==> src/rtl/truth_table_checker_pkg.sv <==
// rtl/truth_table_checker_pkg.sv - shared state encoding and sweep-length helpers for truth_table_checker
package truth_table_checker_pkg;

    typedef enum logic [1:0] {
        ST_IDLE  = 2'd0,
        ST_RUN   = 2'd1,
        ST_DRAIN = 2'd2,
        ST_DONE  = 2'd3
    } ttc_state_e;

    localparam int TTC_DEF_IN_W = 5;
    localparam int TTC_DEF_N    = 1 << TTC_DEF_IN_W;

    // Sweep length N = 2**in_w; used where the top derives N from its own IN_W.
    function automatic int ttc_sweep_len(input int in_w);
        return 1 << in_w;
    endfunction

endpackage

==> src/rtl/truth_table_checker_channel_stat.sv <==
// rtl/truth_table_checker_channel_stat.sv - per-channel mismatch statistics (ttc_channel_stat)
//
// Ports:
//   clk, rst_n   : clock, asynchronous active-low reset
//   clear        : wipe statistics (sweep start)
//   cmp_valid    : a compare happens this cycle
//   mismatch     : this channel's result differs from the reference
//   idx          : vector index being compared
//   err_cnt      : number of mismatches seen
//   first_fail   : index of the first mismatch, 0 while fail is clear
//   fail         : at least one mismatch recorded
module ttc_channel_stat
    import truth_table_checker_pkg::*;
#(
    parameter int IN_W  = TTC_DEF_IN_W,
    parameter int CNT_W = IN_W + 1
) (
    input  logic             clk,
    input  logic             rst_n,
    input  logic             clear,
    input  logic             cmp_valid,
    input  logic             mismatch,
    input  logic [IN_W-1:0]  idx,
    output logic [CNT_W-1:0] err_cnt,
    output logic [IN_W-1:0]  first_fail,
    output logic             fail
);

    always_ff @(posedge clk or negedge rst_n) begin
        if (!rst_n) begin
            err_cnt    <= '0;
            first_fail <= '0;
            fail       <= 1'b0;
        end else if (clear) begin
            err_cnt    <= '0;
            first_fail <= '0;
            fail       <= 1'b0;
        end else if (cmp_valid && mismatch) begin
            // CNT_W = IN_W+1 holds N, so no saturation is needed.
            err_cnt <= err_cnt + CNT_W'(1);
            if (!fail) begin
                first_fail <= idx;
                fail       <= 1'b1;
            end
        end
    end

endmodule

==> config.mk <==
export PLATFORM = sky130hd
export DESIGN_NAME = ttc_channel_stat
export DESIGN_NICKNAME = d
export VERILOG_FILES = /design/src/rtl/truth_table_checker_pkg.sv /design/src/rtl/truth_table_checker_channel_stat.sv
export SDC_FILE = /design/constraint.sdc
export NUM_CORES = 1
export LEC_CHECK = 0
export CORE_AREA = 4 4 41 43
export DETAILED_ROUTE_END_ITERATION = 16
export DIE_AREA = 0 0 45 47
export GPL_TIMING_DRIVEN = 0
export PLACE_DENSITY = 0.8
export SLEW_MARGIN = 20
export SYNTH_ARGS = -nofsm -noshare
export SYNTH_HDL_FRONTEND = slang
export SYNTH_SLANG_ARGS = --single-unit
export TNS_END_PERCENT = 20
==> constraint.sdc <==
create_clock -name clk -period 2 [get_ports clk]
set_clock_uncertainty 0.1 [all_clocks]
set_input_delay 0.4 -clock clk [delete_from_list [all_inputs] [get_ports clk]]
set_output_delay 0.4 -clock clk [all_outputs]
set_load 0.05 [all_outputs]
* After elaboration in Yosys (flattened, before gate mapping) *
Index checks and enable logic that the tools add are counted.

word-level totals
  bits in registers = 12
  output and inout port bits = 12

cells by class
  $add $sub $neg = 1
  equal/unequal tests = 1
  mux-type cells = 7
  reductions and logical operators = 3

operator list
  kind                                           number
  two-way mux 5 bit                              3
  two-way mux 6 bit                              2
  adder 6 x 1 -> 6 bit (second input constant)   1
  two-way mux 1 bit                              2
  inequality test 2 bit (second input constant)  1
  AND reduction 2 bit                            1
  nonzero test 2 bit                             1
  logical AND 1 bit                              1

* Longest topological paths before layout *
  depth in word-level cells = 3
  gate-level depth with buffers = 4

* Worst setup path after synthesis *
OpenSTA, ideal clock, no wires.

  path kind = register to register
  from = register err_cnt[0]
  to = register err_cnt[4]
  data arrival time = 1.407 ns
  path slack = 0.415 ns
  cell stages (with the launch flop) = 5
  path through = dfrtp_1 -> ha_1 -> nand3_1 -> or3_1 -> a21oi_1

between the ends
  cells in the longest elaborated chain, start to end = 3

ends and longest elaborated chain
  item                    RTL line                                text
  start, declared         truth_table_checker_channel_stat.sv:24  output logic [CNT_W-1:0] err_cnt,
  start signal, assigned  truth_table_checker_channel_stat.sv:40  err_cnt <= err_cnt + CNT_W'(1);
  adder 6 x 1 -> 6 bit    truth_table_checker_channel_stat.sv:40
  two-way mux 6 bit       truth_table_checker_channel_stat.sv:38  end else if (cmp_valid && mismatch) begin
  two-way mux 6 bit       truth_table_checker_channel_stat.sv:34  end else if (clear) begin

Every way passes these cells. The select of a mux whose other input is x is not followed.
A chain may end at the register's enable or synchronous reset.

* Worst setup path after layout *
  from = register first_fail[1]
  to = output port first_fail[1]

RTL lines
  item                    RTL line                                text
  start, declared         truth_table_checker_channel_stat.sv:25  output logic [IN_W-1:0] first_fail,
  start signal, assigned  truth_table_checker_channel_stat.sv:42  first_fail <= idx;

No word-level cell between the ends.

==> results.py <==
metrics = {
    "cells_and_area": {
        "n_antenna_cell": 0,
        "layout-drive-gt1-share": 0.04110,
        "nets": 86,
        "syn_to_final_growth_pct": 50.36,
    },
    "die": {
        "start_util": 0.3971,
        "num_rows": 13,
        "die_width_um": 45,
        "die_height_um": 47,
        "core_um2": 1301,
        "ios": 22,
        "die-area_um2": 2115,
    },
    "synthesis": {
        "ys.flop_type": "dfrtp_1",
        "synth_top_area_frac": 0.5811,
        "ys_seq_elements": 12,
        "synthTopCellsByArea": "dfrtp_1 58%, mux2i_1 9.7%, nor2_1 5.8%",
        "synth.distinct_cells": 15,
        "ys_warn_count": 0,
        "syn_area_um2": 516.7,
        "yosysMostFrequentCell": "dfrtp_1",
        "synth_largest_area_cell": "dfrtp_1",
        "syn_nets": 60,
        "synth_top_cells_by_count": "12 x dfrtp_1, 8 x nor2_1, 5 x a21oi_1, 5 x mux2i_1",
        "synth_seq_area_share": 0.5811,
        "synth_edf_count": 0,
        "syn_avg_cell_area_um2": 10.55,
        "async_flop_share": 1.000,
        "syn_inst": 49,
    },
    "sta": {
        "report.final.slew_viol_count": 0,
        "finalSetupViolations": 0,
        "period_needed_ps": 1933,
        "min_period_over_period": 0.9664,
        "tightest_slew_ps": 541.9,
        "fmax_ghz": 0.5174,
        "rsz0062_at_grt": "no",
        "slew_headroom": 0.6376,
        "hold_violations": 0,
        "timing.setup.tns_ps": 0,
    },
    "worst_setup_path": {
        "cp_data_arrival_time_ps": 1430,
        "r2r_slack_ps": 670,
        "r2r_start": "err_cnt[0]",
        "startpoint_type": "register",
        "reg2reg_to": "err_cnt[4]",
        "path_class": "register to output port",
        "slowest_delay_ps": 810,
        "cp.buffers_inverters": 1,
        "worst_ep_required_time_ps": 1500,
        "cp_max_fo": 2,
        "endpoint_kind": "output port",
        "path_delay_family": "buffers and inverters",
        "crit_chain": "clkdlybuf4s50_1",
        "cp_slowest_cell": "clkdlybuf4s50_1",
        "r2r_cells": 4,
    },
    "placed_design": {
        "finalWeightedCongestion": 0.6029,
        "numPortBuffers": 21,
    },
    "drt": {
        "avgViaCountPerCell": 5.080,
        "wl_um": 1098,
        "routedWlPerCell_um": 12.48,
        "drt_pre_antenna_iters": 3,
        "vias": 447,
        "post-route-drc-count": 0,
        "antenna_left": 0,
        "drtIter0Drc": 1,
    },
    "power_and_ir_drop": {
        "powerDensity_nw_per_um2": 634.1,
        "p_total_w": 0.0004927,
        "p_leak_nw": 0.4239,
        "peakVddDrop_uv": 379.2,
    },
    "min_path": {
        "hold_path.class": "input port to async pin",
    },
    "cts": {
        "cts_inserted_buffers": 3,
        "cts_setup_buffers": 0,
        "cts_htree_levels": 1,
        "cts_tree": "yes",
        "cts.sinks": 12,
        "path_clk_slew_ps": 70,
        "clock_latency_ps": 260,
        "cts_buffer_depth": 2,
        "root_buffer": "clkbuf_4",
    },
    "grt": {
        "antenna_found_initial": 0,
        "grt_overflow_total": 0,
        "grt_pass1_wl_um": 1800,
        "grt_pass1_vias": 449,
        "grt_max_degree": 13,
        "globalRouteTotalUtil": 0.1195,
    },
    "outcome": {
        "outcome": "finished clean",
    },
    "run": {
        "drv_cap": 0,
    },
}
## cell type report
type / instances / area [µm²]
inverter: 1 / 3.754
multi-input combinational: 35 / 209.0
sequential: 12 / 300.3
buffer: 1 / 3.754
clock buffer: 3 / 22.52
fill: 133 / 524.3
timing repair buffer: 21 / 219.0
tap: 15 / 18.77
## kinds of logic after synthesis
| logic type | count (synthesis) | synth area share |
|---|---|---|
| muxes | 5 | 0.09686 |
| xor gates and xnor gates | 2 | 0.03390 |
| buffers and inverters | 2 | 0.01451 |
| and+or+nand+nor | 19 | 0.1719 |
| AOI/OAI and AO/OA | 8 | 0.07747 |
| adders and majority gates | 1 | 0.02421 |
| DFF | 12 | 0.5811 |
## routing by layer
layer  vias to the layer above  routed length (µm)  track usage
li1                        222                   -            -
met3                         0                  92      0.03065
met1                       209                 467       0.1330
met2                        16                 538       0.2147
met4                         0                   0      0.05263
met5                         -                   0            0
## per-stage QoR
stage	setup slack [ps]	hold slack [ps]	utilization	std cells	area, µm²
floorplan	415.1	4.409	-	49	516.7
global placement	193.4	395.3	0.5731	85	745.7
detailed placement	133.7	411.9	0.5731	85	745.7
CTS	10.09	398.9	0.5894	88	767.0
global route	24.47	414.6	0.5971	88	777.0
finish	67.25	389.0	0.5971	88	777.0
## cell usage in the layout (no fill, tap or decap)
cell type and count:
clkbuf_1 1, nand2_1 3, xnor2_1 1, nor2_1 8, a21oi_1 5, nand3b_1 1
o21ai_0 3, dlymetal6s2s_1 4, clkbuf_4 3, xor2_1 1, nand4_1 1, inv_1 1
dlygate4sd2_1 1, nand3_1 3, clkdlybuf4s50_1 16, or3_1 3, ha_1 1, mux2i_1 5
dfrtp_1 12
## flip-flops by register name, summed over array words and instances (netlist names)
register	flops
fail	1
err_cnt	6
first_fail	5
## power breakdown
group	leakage, nW	total, W	internal (W)	switching (W)
registers	0.164	0.000257	0.000251	0.00000625
logic	0.246	0.0000942	0.0000384	0.0000557
clock network	0.0138	0.000141	0.0000695	0.0000719
## how the worst max path moves through the flow
stage	end	startpoint	cells past startpoint	slack, ps
floorplan	err_cnt[4]	err_cnt[0]	4	420
global placement	err_cnt[5]	mismatch	4	190
detailed placement	err_cnt[5]	mismatch	4	130
CTS	err_cnt[3]	err_cnt[3]	1	10
global route	first_fail[1]	first_fail[1]	1	20
finish	first_fail[1]	first_fail[1]	1	70
## what timing repair did
item	CTS	global route
hold buffers	0	0
resized for setup	1	4
endpoints found under the setup margin	1	4
Note: power is estimated with default switching activity, not from simulation.
